`config.mk`:
```
export PLATFORM = sky130hd
export DESIGN_NAME = instr_fetch_queue
export DESIGN_NICKNAME = d
export VERILOG_FILES = /design/src/rtl/instr_fetch_queue.sv
export SDC_FILE = /design/constraint.sdc
export NUM_CORES = 1
export LEC_CHECK = 0
export BUFFER_PORTS_ARGS = -buffer_cell sky130_fd_sc_hd__buf_2
export CORE_AREA = 2 2 191 211
export CTS_BUF_LIST = sky130_fd_sc_hd__clkbuf_16
export CTS_CLUSTER_DIAMETER = 30
export DETAILED_ROUTE_END_ITERATION = 10
export DIE_AREA = 0 0 193 213
export HOLD_SLACK_MARGIN = 0.02
export PLACE_DENSITY = 0.69
export SLEW_MARGIN = 10
export SYNTH_ARGS = -nofsm -noshare
export SYNTH_HDL_FRONTEND = slang
export SYNTH_SLANG_ARGS = --single-unit
```
`constraint.sdc`:
```
create_clock -name clk -period 6.5 [get_ports clk]
set_clock_uncertainty 0.15 [all_clocks]
set_input_delay 1.3 -clock clk [delete_from_list [all_inputs] [get_ports clk]]
set_output_delay 1.3 -clock clk [all_outputs]
set_load 0.005 [all_outputs]
```
`src/rtl/instr_fetch_queue.sv`:
```
// Fetch front end: credit-limited imem requests, an in-order tag queue and a small instruction FIFO.
// Optional macro IFQ_BYPASS_EN forwards a response straight to decode when the FIFO is empty.
module instr_fetch_queue #(
   parameter int unsigned DEPTH     = 4,
   parameter logic [31:0] RESET_PC  = 32'h0000_0000,
   parameter logic [31:0] NOP_INSTR = 32'h0000_0013
) (
   input  logic        clk,
   input  logic        rst,
   input  logic        stall,
   input  logic        redirect_valid,
   input  logic [31:0] redirect_pc,
   output logic        imem_req_valid,
   input  logic        imem_req_ready,
   output logic [31:0] imem_req_addr,
   input  logic        imem_resp_valid,
   input  logic [31:0] imem_resp_data,
   output logic        instr_valid,
   output logic [31:0] instr,
   output logic [31:0] instr_pc,
   output logic [31:0] instr_pc_plus4
);
   localparam int unsigned AW = $clog2(DEPTH);
   localparam int unsigned CW = AW + 1;
   localparam int unsigned SW = AW + 2;
   localparam int unsigned DW = 16;
   localparam logic [SW-1:0] DEPTH_L = SW'(DEPTH);

   logic [31:0]   fetch_pc_q, fetch_pc_d;
   logic [31:0]   fifo_data_q [DEPTH];
   logic [31:0]   fifo_pc_q   [DEPTH];
   logic [31:0]   tag_pc_q    [DEPTH];
   logic [AW-1:0] fifo_rd_q, fifo_rd_d, fifo_wr_q, fifo_wr_d;
   logic [AW-1:0] tag_rd_q, tag_rd_d, tag_wr_q, tag_wr_d;
   logic [CW-1:0] fifo_cnt_q, fifo_cnt_d, outst_q, outst_d;
   logic [DW-1:0] drop_q, drop_d;

   logic [SW-1:0] credit_sum_s;
   logic          credit_ok_s, hs_s, resp_any_s, resp_live_s, resp_drop_s;
   logic          fifo_nonempty_s, fifo_push_s, fifo_pop_s, bypass_s;
   logic          unused_ok_s;

   assign unused_ok_s     = &{1'b0, redirect_pc[1:0]};
   assign credit_sum_s    = SW'(fifo_cnt_q) + SW'(outst_q);
   assign credit_ok_s     = credit_sum_s < DEPTH_L;
   assign imem_req_valid  = credit_ok_s && !redirect_valid && rst;
   assign imem_req_addr   = fetch_pc_q;
   assign hs_s            = imem_req_valid && imem_req_ready;
   assign resp_any_s      = imem_resp_valid && ((drop_q != DW'(0)) || (outst_q != CW'(0)));
   assign resp_drop_s     = imem_resp_valid && (drop_q != DW'(0));
   // Live responses belong to the current path; stray beats with no credit are ignored.
   assign resp_live_s     = imem_resp_valid && (drop_q == DW'(0)) && (outst_q != CW'(0));
   assign fifo_nonempty_s = fifo_cnt_q != CW'(0);

`ifdef IFQ_BYPASS_EN
   assign bypass_s = !fifo_nonempty_s && !stall && !redirect_valid && resp_live_s;
`else
   assign bypass_s = 1'b0;
`endif

   assign fifo_push_s = resp_live_s && !bypass_s && !redirect_valid;
   assign fifo_pop_s  = fifo_nonempty_s && !stall && !redirect_valid;

   // Head presentation to decode.
   always_comb begin
      instr_valid = 1'b0;
      instr       = NOP_INSTR;
      instr_pc    = 32'h0000_0000;
      if (bypass_s) begin
         instr_valid = 1'b1;
         instr       = imem_resp_data;
         instr_pc    = tag_pc_q[tag_rd_q];
      end else if (fifo_nonempty_s) begin
         instr_valid = 1'b1;
         instr       = fifo_data_q[fifo_rd_q];
         instr_pc    = fifo_pc_q[fifo_rd_q];
      end else begin
         instr_valid = 1'b0;
         instr       = NOP_INSTR;
         instr_pc    = 32'h0000_0000;
      end
   end

   assign instr_pc_plus4 = instr_pc + 32'd4;

   // Next-state: a redirect turns every in-flight request into a drop and restarts at the target.
   always_comb begin
      fetch_pc_d = fetch_pc_q;
      fifo_rd_d  = fifo_rd_q;
      fifo_wr_d  = fifo_wr_q;
      fifo_cnt_d = fifo_cnt_q;
      tag_rd_d   = tag_rd_q;
      tag_wr_d   = tag_wr_q;
      outst_d    = outst_q;
      drop_d     = drop_q;
      if (redirect_valid) begin
         fetch_pc_d = {redirect_pc[31:2], 2'b00};
         fifo_rd_d  = AW'(0);
         fifo_wr_d  = AW'(0);
         fifo_cnt_d = CW'(0);
         tag_rd_d   = AW'(0);
         tag_wr_d   = AW'(0);
         outst_d    = CW'(0);
         drop_d     = drop_q + DW'(outst_q) - DW'(resp_any_s);
      end else begin
         fetch_pc_d = hs_s ? fetch_pc_q + 32'd4 : fetch_pc_q;
         tag_wr_d   = hs_s ? tag_wr_q + AW'(1) : tag_wr_q;
         tag_rd_d   = resp_live_s ? tag_rd_q + AW'(1) : tag_rd_q;
         outst_d    = outst_q + CW'(hs_s) - CW'(resp_live_s);
         drop_d     = resp_drop_s ? drop_q - DW'(1) : drop_q;
         fifo_wr_d  = fifo_push_s ? fifo_wr_q + AW'(1) : fifo_wr_q;
         fifo_rd_d  = fifo_pop_s ? fifo_rd_q + AW'(1) : fifo_rd_q;
         fifo_cnt_d = fifo_cnt_q + CW'(fifo_push_s) - CW'(fifo_pop_s);
      end
   end

   // Control state registers with synchronous active-low reset.
   always_ff @(posedge clk) begin
      if (!rst) begin
         fetch_pc_q <= RESET_PC;
         fifo_rd_q  <= AW'(0);
         fifo_wr_q  <= AW'(0);
         fifo_cnt_q <= CW'(0);
         tag_rd_q   <= AW'(0);
         tag_wr_q   <= AW'(0);
         outst_q    <= CW'(0);
         drop_q     <= DW'(0);
      end else begin
         fetch_pc_q <= fetch_pc_d;
         fifo_rd_q  <= fifo_rd_d;
         fifo_wr_q  <= fifo_wr_d;
         fifo_cnt_q <= fifo_cnt_d;
         tag_rd_q   <= tag_rd_d;
         tag_wr_q   <= tag_wr_d;
         outst_q    <= outst_d;
         drop_q     <= drop_d;
      end
   end

   // Storage arrays; contents are qualified by the pointers, so no reset is needed.
   always_ff @(posedge clk) begin
      if (hs_s) begin
         tag_pc_q[tag_wr_q] <= fetch_pc_q;
      end
      if (fifo_push_s) begin
         fifo_data_q[fifo_wr_q] <= imem_resp_data;
         fifo_pc_q[fifo_wr_q]   <= tag_pc_q[tag_rd_q];
      end
   end

`ifndef SYNTHESIS
   instr_fetch_queue_chk u_chk (
      .clk        (clk),
      .rst        (rst),
      .resp_valid (imem_resp_valid),
      .idle       ((drop_q == DW'(0)) && (outst_q == CW'(0)))
   );
`endif
endmodule

// Protocol checker: a response beat must always correspond to an issued request.
module instr_fetch_queue_chk (
   input logic clk,
   input logic rst,
   input logic resp_valid,
   input logic idle
);
   a_resp_has_credit : assert property (@(posedge clk) disable iff (!rst) !(resp_valid && idle));
endmodule

```
# Word-level counts from Yosys, hierarchy flattened
# Memories as Yosys holds them, arrays and structs flattened. A register that Yosys moved wholly into a read port is not among the register bits.
# Index checks and enable logic that the tools add are counted.
[classes]
reduce_logical = 20
div_mod_pow = 0
n_lt_le_gt_ge = 1
n_mul = 0
add_sub_neg = 14
shifts = 0
n_mux = 17
bitwise_logic = 1
eq_ne = 0
[ops]
columns = ["operator", "n"]
rows = [
  ["$mux W32", 4],
  ["$add A32 B3 Y32 const B", 2],
  ["$mux W16", 2],
  ["$add A16 B3 Y16", 1],
  ["$logic_not A16 Y1", 1],
  ["$reduce_bool A16 Y1", 1],
  ["$sub A16 B1 Y16", 1],
  ["$sub A16 B1 Y16 const B", 1],
  ["$mux W2", 6],
  ["$logic_and A1 B1 Y1", 10],
  ["$add A2 B1 Y2 const B", 4],
  ["$add A3 B1 Y3", 2],
  ["$reduce_bool A3 Y1", 2],
  ["$sub A3 B1 Y3", 2],
  ["$mux W1", 5],
  ["$add A3 B3 Y4", 1],
  ["$lt A4 B3 Y1 const B", 1],
  ["$reduce_bool A2 Y1", 2],
  ["$logic_not A1 Y1", 2],
  ["$reduce_or A2 Y1", 1],
  ["$logic_or A1 B1 Y1", 1],
  ["$not A1 Y1", 1],
]
[word_totals]
memories = 3
in_bits = 70
ram_bits = 384
romBits = 0
out_inout_bits = 130
latchBits = 0
regBits = 62
[mem_list]
columns = ["memory", "depth", "width", "read_ports", "rd_ports_with_merged_regs", "write_ports", "line", "rtl"]
rows = [
  ["fifo_data_q", 4, 32, 1, 1, 1, "30", "logic [31:0] fifo_data_q [DEPTH];"],
  ["fifo_pc_q", 4, 32, 1, 1, 1, "31", "logic [31:0] fifo_pc_q [DEPTH];"],
  ["tag_pc_q", 4, 32, 1, 1, 1, "32", "logic [31:0] tag_pc_q [DEPTH];"],
]

# Depth between registers and ports, before layout
# Gate-level depths: netlist (run 1).
[depth]
ltp_word = 7
depth_mapped = 16

# Worst setup path before layout (run 1)
# No wires, ideal clock.
[synth_timing]
kind = "register -> register"
from = "reg drop_q[11]"
to = "reg drop_q[14]"
arrival_ps = 3825
path_stages_with_launch = 17
setup_ps = 95
n_path_buf = 0
period_less_slack_ps = 4070
slack_ps = 2430
cell_sequence = "dfxtp_1 inv_1 ha_1 nand4_1 o41ai_1 nand2_1 ha_1 inv_1 ha_1 inv_1 fa_1 nor2b_1 o211ai_1 a311oi_1 o41a_1 mux2_2 a221oi_1"
[synth_via]
elab_chain_len = 5
word_cells_on_any_way = 10
[synth_rtl]
columns = ["element", "line", "rtl"]
rows = [
  ["start, declared", "36", "logic [DW-1:0] drop_q, drop_d;"],
  ["start signal, assigned", "136", "drop_q <= drop_d;"],
  ["parallel branches: the longest is 5 deep, another holds $add A16 B3 Y16", "n/a", ""],
]
# Parallel ways; which one is timed is not known. The select of a mux whose other input is x is not followed.
# A chain may end at the register's enable or synchronous reset.

==> results of run 1 <==
## registers in the layout, summed over array words and instances, names as in the netlist, 3 cells and up, named ones only
| signal | cells |
|---|---|
| drop_q | 16 |
| fifo_cnt_q | 3 |
| fifo_data_q | 128 |
| fifo_pc_q | 120 |
| imem_req_addr | 30 |
| outst_q | 3 |
| tag_pc_q | 120 |
## worst max-delay path: cells and delay by family, from the launching register on
family	cells	cell delay, ps
flip-flops	1	770
AND/OR/NAND/NOR	4	1130
XOR/XNOR	1	170
buffers and inverters	2	760
multiplexers	1	360
## where the power goes
part	internal (W)	switching (W)	leakage, nW
sequential	0.00306	0.0000665	3.88
combinational	0.000442	0.000578	3.33
clock	0.00259	0.00145	1.31
## area by class of cell
type / instances / area (um2)
sequential: 432 / 12300
multi-input combinational: 715 / 6400
timing repair buffer: 208 / 1080
clock inverter: 64 / 656
clock buffer: 81 / 2030
tap: 507 / 634
fill: 2959 / 15600
inverter: 61 / 229
## placed cells by master (no fill, tap or decap), types with 24 or more instances in the layout
master       n
edfxtp_1   368
buf_2      191
clkbuf_16   81
mux4_2      80
nand2_1     74
nor2_1      71
inv_1       68
and2_1      61
dfxtp_1     60
ha_1        53
xnor2_1     43
a21oi_1     39
xor2_1      24
## worst min-delay path by stage
stage / from / to / slack, ps / cells after the start
floorplan: tag_wr_q[1]$_SDFFE_PP0P_ / tag_wr_q[1]$_SDFFE_PP0P_ / 320 / 2
global placement: tag_wr_q[1]$_SDFFE_PP0P_ / tag_wr_q[1]$_SDFFE_PP0P_ / 330 / 2
detailed placement: tag_wr_q[1]$_SDFFE_PP0P_ / tag_wr_q[1]$_SDFFE_PP0P_ / 340 / 2
CTS: tag_wr_q[1]$_SDFFE_PP0P_ / tag_wr_q[1]$_SDFFE_PP0P_ / 350 / 2
global route: tag_wr_q[1]$_SDFFE_PP0P_ / tag_wr_q[1]$_SDFFE_PP0P_ / 390 / 2
finish: tag_wr_q[1]$_SDFFE_PP0P_ / tag_wr_q[1]$_SDFFE_PP0P_ / 350 / 2
## metrics by stage
step	area, um2	hold WS [ps]	util [%]	setup WS [ps]	total power (W)
3_3_place_gp	20700	328	53.1	1790	0.00417
4_1_cts	23400	351	59.9	1170	0.00824
6_report	23400	347	59.9	1240	0.00818
5_1_grt	23400	389	59.9	989	0.00851
2_1_floorplan	19300	319	-	2430	0.00394
3_5_place_dp	20700	341	53.1	1800	0.00419
## cell families (layout without fill, tap and decap cells)
family                   after synthesis  in the layout  share of synthesized area (%)
XOR/XNOR                              67             67                           3.05
AND/OR/NAND/NOR                      346            346                           9.63
flip-flops                           432            432                           64.0
other                                  1              6                         0.0195
adder cells (fa/ha/maj)               56             56                           3.75
multiplexers                         107            107                           12.1
AO/OA/AOI/OAI                        133            133                           4.54
buffers and inverters                121            414                           2.96
## routing by layer
layer | vias to the layer above | part of all wire [%] | track usage [%] | wire (um)
li1 | 5318 | - | - | -
met3 | 61 | 6.8 | 3.98 | 2920
met5 | - | 0.030 | 0 | 13
met2 | 419 | 48 | 35.5 | 20700
met4 | 2 | 1.8 | 6.37 | 752
met1 | 5760 | 43 | 28.7 | 18500
==> results.md, run 1 <==
- Clock Path Buffers: 3
- Max Cap Viol: 0
- Synth-to-Final Area Change: 21.3%
- DRC viols: 0
- Vias: 11.6k
- CP Launch Type: flop
- Post-Synthesis Cells: 1,263
- Worst R2R End: drop_q[14]$_SDFFE_PN0P_
- Die area: 0.0411 mm2
- Reg2Reg Depth: 17
- Tmin final: 5260 ps
- Final Setup Violations: 0
- Peak VDD IR: 0.288 mV
- Nets: 1,623
- # rows: 76
- Post-synth ARST share: 0%
- Tot GR Track Use: 21.3%
- Capturing element type of the critical path: output port
- GR Overflow Total: 0
- Max-slew headroom: 34.4%
- Final wirelength: 42,900 um
- CTS Buf Count: 79
- Post-CTS sizing: 0
- Initial antenna violation count: 1
- Power Dens Cells: 350 mW/mm2
- Synth warn: 0
- Hold Path Class: reg2reg
- Critical-path top delay cell: dfxtp_2
- Start of the worst register-to-register path: drop_q[9]$_SDFFE_PN0P_
- # diodes: 0
- Share of layout cells above drive strength 1: 29.7%
- Clk sinks: 432
- Worst EP required: 5050 ps
- Worst-Skew Late Latency: 580 ps
- First-pass GRT wire length: 66,800 um
- Synthesized area per cell: 15.3 um2
- Cell variety after synth: 75
- Most common library cells after synthesis: 368 x edfxtp_1, 80 x mux4_2, 74 x nand2_1
- Placed cells: 1,923
- Vias in the first global route: 11.9k
- Final std cells w/o fill: 2,068
- Leakage power: 8.52 nW
- Critical Path, Cell by Cell: buf_4 -> mux4_1 -> and3_1 -> nor2b_1 -> nand3_2 -> nor3_1 -> xor2_1 -> buf_2
- Worst Tran Pin Value: 976 ps
- Iter 0 DRT Violations: 823
- I/O pin count: 200
- Final Hold Fails: 0
- Final GP Congestion: 0.862
- Post-CTS Hold Buffers: 0
- Wire per inst: 20.7 um
- Fin crit share: 80.9%
- Status: completed
- Post-synth top area share: 57.3%
- Antenna Violating Nets Remaining: 0
- CP Capture Point: instr_pc_plus4[22]
- Fmax achieved: 0.190 GHz
- Synth area leader: edfxtp_1
- Pin count of the biggest net entering global routing: 63
- Post-synth EDFFs: 368
- Dominant cells by area after synthesis: edfxtp_1 57%, mux4_2 9.3%, dfxtp_1 6.6%
- Root buf cell: clkbuf_16
- Die H: 213 um
- Most common cell in the netlist: edfxtp_1
- CP arrival: 3810 ps
- H-tree levels: 3
- Final Max Slew Viols: 0
- TritonCTS clock tree: done
- Final setup TNS: 0 ps
- Critical Path Max Stage Delay: 770 ps
- Reg2reg setup slack: 2040 ps
- RSZ-0062 raised after global routing: no
- Core area: 0.0390 mm2
- Mapped cell area: 0.0193 mm2
- Worst Path Class, Setup: reg2out
- Flops & latches, synth: 432
- Dominant synthesized flop cell: edfxtp_1
- Post-DP HPWL: 27,300 um
- Pre-antenna DRT Iters: 5
- Critical path fanouts, max: 45
- # port buffers: 191
- DIE WIDTH: 193 um
- Sequential area share after synthesis: 64.0%
- Via density per instance: 5.59
- Clock transition at path regs: 50 ps
- Setup Fix Bufs, Post-CTS: 0
- Starting density of the core: 49.4%
Power figures use the tool's default switching activity.
==> inputs of run 2 (changes only) <==
- ABC_AREA: not set -> 1
- CORE_AREA: 2 2 191 211 -> 2 2 198 220
- DIE_AREA: 0 0 193 213 -> 0 0 200 222
- clock period: 6.5 -> 4.9 ns (I/O delays scaled with it)
==> results.md, run 2 <==
- Leakage power: 10.2 nW (+20%)
- Reg2Reg Depth: 13 (-4)
- Status: completed
- Most common library cells after synthesis: 471 x nand2_1, 368 x edfxtp_1, 340 x nor2_1
- I/O pin count: 200 (unchanged)
- CP Launch Type: flop
- Starting density of the core: 49.7% (+0.23 points)
- GR Overflow Total: 0 (unchanged)
- Sequential area share after synthesis: 59.1% (-4.9 points)
- Clk sinks: 432 (unchanged)
- Final wirelength: 51,600 um (+20%)
- Start of the worst register-to-register path: fifo_cnt_q[2]$_SDFF_PP0_
- Peak VDD IR: 0.346 mV (+20%)
- Final Hold Fails: 0 (unchanged)
- Power Dens Cells: 438 mW/mm2 (+25%)
- Synth warn: 0 (unchanged)
- Final GP Congestion: 0.934 (+8.3%)
- Reg2reg setup slack: 1320 ps (-720 ps)
- Synth-to-Final Area Change: 20.1%
- Fmax achieved: 0.229 GHz
- Fill cells: 3,494 (+18%)
- # port buffers: 191 (unchanged)
- Setup Fix Bufs, Post-CTS: 0 (unchanged)
- Dominant cells by area after synthesis: edfxtp_1 53%, nand2_1 8.5%, dfxtp_1 6.1%
- # rows: 79 (+3.9%)
- Largest registers: fifo_data_q x128, fifo_pc_q x120, tag_pc_q x120
- Synth area leader: edfxtp_1
- Post-CTS sizing: 0 (unchanged)
- Max reg flops: 128 (unchanged)
- Critical-path top delay cell: dfxtp_4
- Worst R2R End: fifo_cnt_q[2]$_SDFF_PP0_
- RSZ-0062 raised after global routing: no
- Post-CTS Hold Buffers: 0 (unchanged)
- Overall power: 0.0110 W (+34%)
- Die area: 0.0444 mm2 (+8.0%)
- Wire per inst: 17.1 um (-18%)
- Post-synth top area share: 53.0% (-4.4 points)
- Worst Path Class, Setup: reg2out
- Via density per instance: 5.27 (-5.7%)
- Most common cell in the netlist: nand2_1
- Worst EP required: 3770 ps (-1280 ps)
- Crit-path most repeated cell: nand2_1
- Nets: 2,505 (+54%)
- Critical path fanouts, max: 64 (+42%)
- Largest Register: fifo_data_q
- First-pass GRT wire length: 81,100 um (+22%)
- H-tree levels: 3 (unchanged)
- Vias in the first global route: 15.3k (+29%)
- Critical Path, Cell by Cell: inv_8 -> nand2_1 -> nand2_1 -> nand2_1 -> nand2_1 -> nand2_1 -> inv_1 -> ha_1 -> nand2_2 -> nor2_2 -> nand2_1 -> xor2_1 -> buf_2
- Synthesized area per cell: 9.61 um2 (-37%)
- Clock transition at path regs: 40 ps (about the same)
- Commonest non-fill, non-tap cell in the layout: nand2_1
- Core area: 0.0420 mm2 (+7.8%)
- Fin crit share: 89.3%
- Final Max Slew Viols: 0 (unchanged)
- Pre-antenna DRT Iters: 8 (+3)
- CP arrival: 3240 ps (-570 ps)
- Final setup TNS: 0 ps (unchanged)
- Flops & latches, synth: 432 (unchanged)
- Post-synth EDFFs: 368 (unchanged)
- Most frequent cells in the layout: 471 x nand2_1, 368 x edfxtp_1, 332 x nor2_1, 196 x inv_1, 191 x buf_2
- Post-Synthesis Cells: 2,170 (+72%)
- CP Capture Point: instr_pc_plus4[18]
- Dominant synthesized flop cell: edfxtp_1
- Pin count of the biggest net entering global routing: 65 (+3.2%)
- Worst Tran Pin Value: 985 ps (+8.88 ps)
- Critical Path Max Stage Delay: 550 ps (-220 ps)
- Iter 0 DRT Violations: 1,037 (+26%)
- Initial antenna violation count: 1 (unchanged)
- Clock Path Buffers: 3 (unchanged)
- Max-slew headroom: 34.4% (-0.092 points)
- DIE WIDTH: 200 um (+3.6%)
- Cell variety after synth: 48 (-36%)
- Root buf cell: clkbuf_16
- Post-synth ARST share: 0% (unchanged)
- Hold Path Class: reg2reg
- Die H: 222 um (+4.2%)
- Capturing element type of the critical path: output port
- DRC viols: 0 (unchanged)
- Tot GR Track Use: 23.4% (+2.1 points)
- Mapped cell area: 0.0209 mm2 (+8.3%)
- CTS Buf Count: 84 (+6.3%)
- Share of layout cells above drive strength 1: 17.6% (-12 points)
- Max Cap Viol: 0 (unchanged)
- Post-DP HPWL: 32,300 um (+19%)
- Final Setup Violations: 0 (unchanged)
- Vias: 15.9k (+38%)
- Antenna Violating Nets Remaining: 0 (unchanged)
- TritonCTS clock tree: done
- Tmin final: 4370 ps
- Worst-Skew Late Latency: 590 ps (about the same)
[run 2: cell count changes after synthesis, sizes merged, moves of 95 or more]
cell	before	now
nand3	25	123
nand2	74	487
mux4	95	0
o21ai	23	170
inv	60	192
nor2	71	374
[run 2: report_power, final]
group	total, W	internal [W]	leakage, nW	switching [W]
Clock	0.00557	0.00362	1.41	0.00195
Combinational	0.00126	0.000453	4.92	0.000810
Sequential	0.00414	0.00406	3.86	0.0000862
[run 2: worst min path at each step]
stage                     cells past startpoint                       from  slack (ps)                         to
after floorplan                               2   tag_rd_q[1]$_SDFFE_PP0P_         290                       flop
after global placement                        2   tag_rd_q[1]$_SDFFE_PP0P_         300   tag_rd_q[1]$_SDFFE_PP0P_
after detailed placement                      2  fifo_rd_q[1]$_SDFFE_PP0P_         310                       flop
after CTS                                     2  fifo_rd_q[1]$_SDFFE_PP0P_         320                       flop
after global routing                          1  fifo_rd_q[0]$_SDFFE_PP0P_         350  fifo_rd_q[0]$_SDFFE_PP0P_
final                                         2  fifo_rd_q[1]$_SDFFE_PP0P_         320                       flop
[run 2: worst max-delay path: cells and delay by family (launching register included)]
| kind | cells | cell delay [ps] |
|---|---|---|
| XOR/XNOR | 1 | 160 |
| adder cells (fa/ha/maj) | 1 | 260 |
| buffers and inverters | 3 | 600 |
| flip-flops | 1 | 550 |
| AND/OR/NAND/NOR | 8 | 1080 |
[run 2: per-stage QoR]
step | utilization, % | hold WS (ps) | cells | instance area (um2) | setup WS [ps]
after floorplan | - | 286 | 2175 | 20900 | 315
after global placement | 53.0 | 303 | 2860 | 22300 | 1120
after detailed placement | 53.0 | 314 | 2860 | 22300 | 1120
after CTS | 59.6 | 323 | 3015 | 25100 | 460
after global routing | 59.6 | 355 | 3015 | 25100 | 279
final | 59.6 | 318 | 3016 | 25100 | 526
[run 2: logic make-up (layout without fill, tap and decap cells)]
group / Yosys count / after routing / synth area share, %
flip-flops: 432 / 432 / 59.1
other: 1 / 7 / 0.0180
AO/OA/AOI/OAI: 311 / 311 / 7.98
adder cells (fa/ha/maj): 56 / 56 / 3.47
XOR/XNOR: 50 / 50 / 2.10
buffers and inverters: 284 / 557 / 6.02
AND/OR/NAND/NOR: 1036 / 1036 / 21.3
[run 2: metal layers]
metal  GRT usage (%)  part of all wire (%)
met1            31.0                    43
met2            38.5                    48
met3            4.21                   6.8
met4            8.27                   2.3
met5               0                     0
[run 2: cell type report]
| cell class | instances | area (um2) | share of cell area [%] |
|---|---|---|---|
| well taps | 567 | 709 | 2.83 |
| diodes | 1 | 2.50 | 0.00999 |
| clock buffers | 85 | 2130 | 8.49 |
| inverters | 192 | 736 | 2.94 |
| flip-flops and latches | 432 | 12300 | 49.2 |
| repair buffers | 210 | 1140 | 4.53 |
| clock inverters | 70 | 674 | 2.69 |
| multi-input cells | 1459 | 7330 | 29.3 |
==> inputs of run 3 (changes only) <==
- clock period: 4.9 -> 5.1 ns (I/O delays scaled with it)
==> results.md, run 3 (synthesis gave the netlist of run 2 again) <==
- Post-CTS Hold Buffers: 0 (unchanged)
- Nets: 2,504 (-0.040%)
- Tmin final: 4600 ps
- Share of layout cells above drive strength 1: 17.8% (+0.17 points)
- Hold Path Class: reg2reg
- Commonest non-fill, non-tap cell in the layout: nand2_1
- # port buffers: 191 (unchanged)
- Most frequent cells in the layout: 471 x nand2_1, 368 x edfxtp_1, 332 x nor2_1, 193 x inv_1, 191 x buf_2
- Capturing element type of the critical path: output port
- Post-CTS sizing: 0 (unchanged)
- Die area: 0.0444 mm2 (unchanged)
- CP arrival: 3430 ps (+190 ps)
- Area after DPL: 0.0222 mm2 (about the same)
- Antenna Violating Nets Remaining: 0 (unchanged)
- Starting density of the core: 49.7% (unchanged)
- DIE WIDTH: 200 um (unchanged)
- Vias: 15.9k (-0.30%)
- RSZ-0062 raised after global routing: no
- Synth-to-Final Area Change: 20.6%
- I/O pin count: 200 (unchanged)
- Pre-antenna DRT Iters: 5 (-3)
- # diodes: 0 (-1)
- First-pass GRT wire length: 80,100 um (-1.3%)
- Die H: 222 um (unchanged)
- Fin crit share: 90.2%
- Peak VDD IR: 0.322 mV (-6.9%)
- Tot GR Track Use: 23.1% (-0.24 points)
- TritonCTS clock tree: done
- Max-slew headroom: 39.0% (+4.6 points)
- DRC viols: 0 (unchanged)
- Setup Fix Bufs, Post-CTS: 0 (unchanged)
- Clock Path Buffers: 3 (unchanged)
- Via density per instance: 5.26 (-0.24%)
- Final wirelength: 51,700 um (+0.22%)
- Leakage power: 10.2 nW (+0.29%)
- Power Dens Cells: 429 mW/mm2 (-2.1%)
- Pin count of the biggest net entering global routing: 84 (+29%)
- Final setup TNS: 0 ps (unchanged)
- CP Launch Type: flop
- Critical path fanouts, max: 83 (+30%)
- H-tree levels: 3 (unchanged)
- Post-DP HPWL: 32,700 um (+0.94%)
- Largest registers: fifo_data_q x128, fifo_pc_q x120, tag_pc_q x120
- Final Util: 59.9% (+0.25 points)
- Core area: 0.0420 mm2 (unchanged)
- Vias in the first global route: 15.4k (+0.95%)
- Max Cap Viol: 0 (unchanged)
- Fmax achieved: 0.217 GHz
- Largest Register: fifo_data_q
- GR Overflow Total: 0 (unchanged)
- Wire per inst: 17.2 um (+0.29%)
- Final GP Congestion: 0.929 (-0.51%)
- Clock transition at path regs: 40 ps (about the same)
- Iter 0 DRT Violations: 1,041 (+0.39%)
- Final Setup Violations: 0 (unchanged)
- Max reg flops: 128 (unchanged)
- Clk sinks: 432 (unchanged)
- CTS Buf Count: 84 (unchanged)
- Final Hold Fails: 0 (unchanged)
- Final std cells w/o fill: 3,014 (-0.066%)
- Initial antenna violation count: 0 (-1)
- Placed cells: 2,859 (-0.035%)
- Final Max Slew Viols: 0 (unchanged)
- Worst Tran Pin Value: 915 ps (-70.0 ps)
- Final instance area: 0.0252 mm2 (+0.42%)
- Root buf cell: clkbuf_16
- Final hold slack: 308 ps (-9.92 ps)
- Status: completed
- # rows: 79 (unchanged)
- Worst EP required: 3930 ps (+160 ps)
- Worst Path Class, Setup: reg2out
- Worst-Skew Late Latency: 600 ps (about the same)
-- run 3: metal layers --
metal / wire (um) / up-vias / share of wire, % / track usage, %
li1: - / 7728 / - / -
met1: 22500 / 7524 / 44 / 30.0
met2: 24700 / 504 / 48 / 38.9
met3: 3260 / 96 / 6.3 / 4.06
met4: 1200 / 0 / 2.3 / 8.27
met5: 0 / - / 0 / 0
-- run 3: path summary, 6_finish.rpt --
check,from,end,slack (ps),cells after the start
max,flop,instr_pc_plus4[18],500,13
min,tag_rd_q[1]$_SDFFE_PP0P_,tag_rd_q[1]$_SDFFE_PP0P_,310,2
max reg2reg,fifo_cnt_q[0]$_SDFF_PP0_,fifo_cnt_q[2]$_SDFF_PP0_,1500,13
min reg2reg,tag_rd_q[1]$_SDFFE_PP0P_,tag_rd_q[1]$_SDFFE_PP0P_,310,2
-- run 3: report_power, final --
group / total, W / internal (W) / switching (W)
sequential: 0.00398 / 0.00390 / 0.0000822
combinational: 0.00122 / 0.000433 / 0.000790
clock: 0.00559 / 0.00372 / 0.00187
total: 0.0108 / 0.00805 / 0.00274
-- run 3: final cells by class --
class / instances / area, um2
timing repair buffer: 209 / 1130
tap: 567 / 709
clock buffer: 85 / 2130
clock inverter: 70 / 790
inverter: 192 / 736
fill: 3504 / 16800
multi-input combinational: 1459 / 7330
sequential: 432 / 12300
-- run 3: stage by stage --
stage,setup WS [ps],total power (W)
after global routing,179,0.0112
after floorplan,475,0.00492
after global placement,1110,0.00522
after CTS,464,0.0109
after detailed placement,1090,0.00524
final,501,0.0108
-- run 3: critical path, stage by stage (launching register included) --
cell and delay (ps):
dfxtp_4 570, inv_8 460, nand2_1 100, nand2_1 80, nand2_1 50, nand2_1 210, nand2_1 100, inv_1 100
ha_1 270, nand2_2 160, nor2_2 300, nand2_1 130, xor2_1 160, buf_2 140
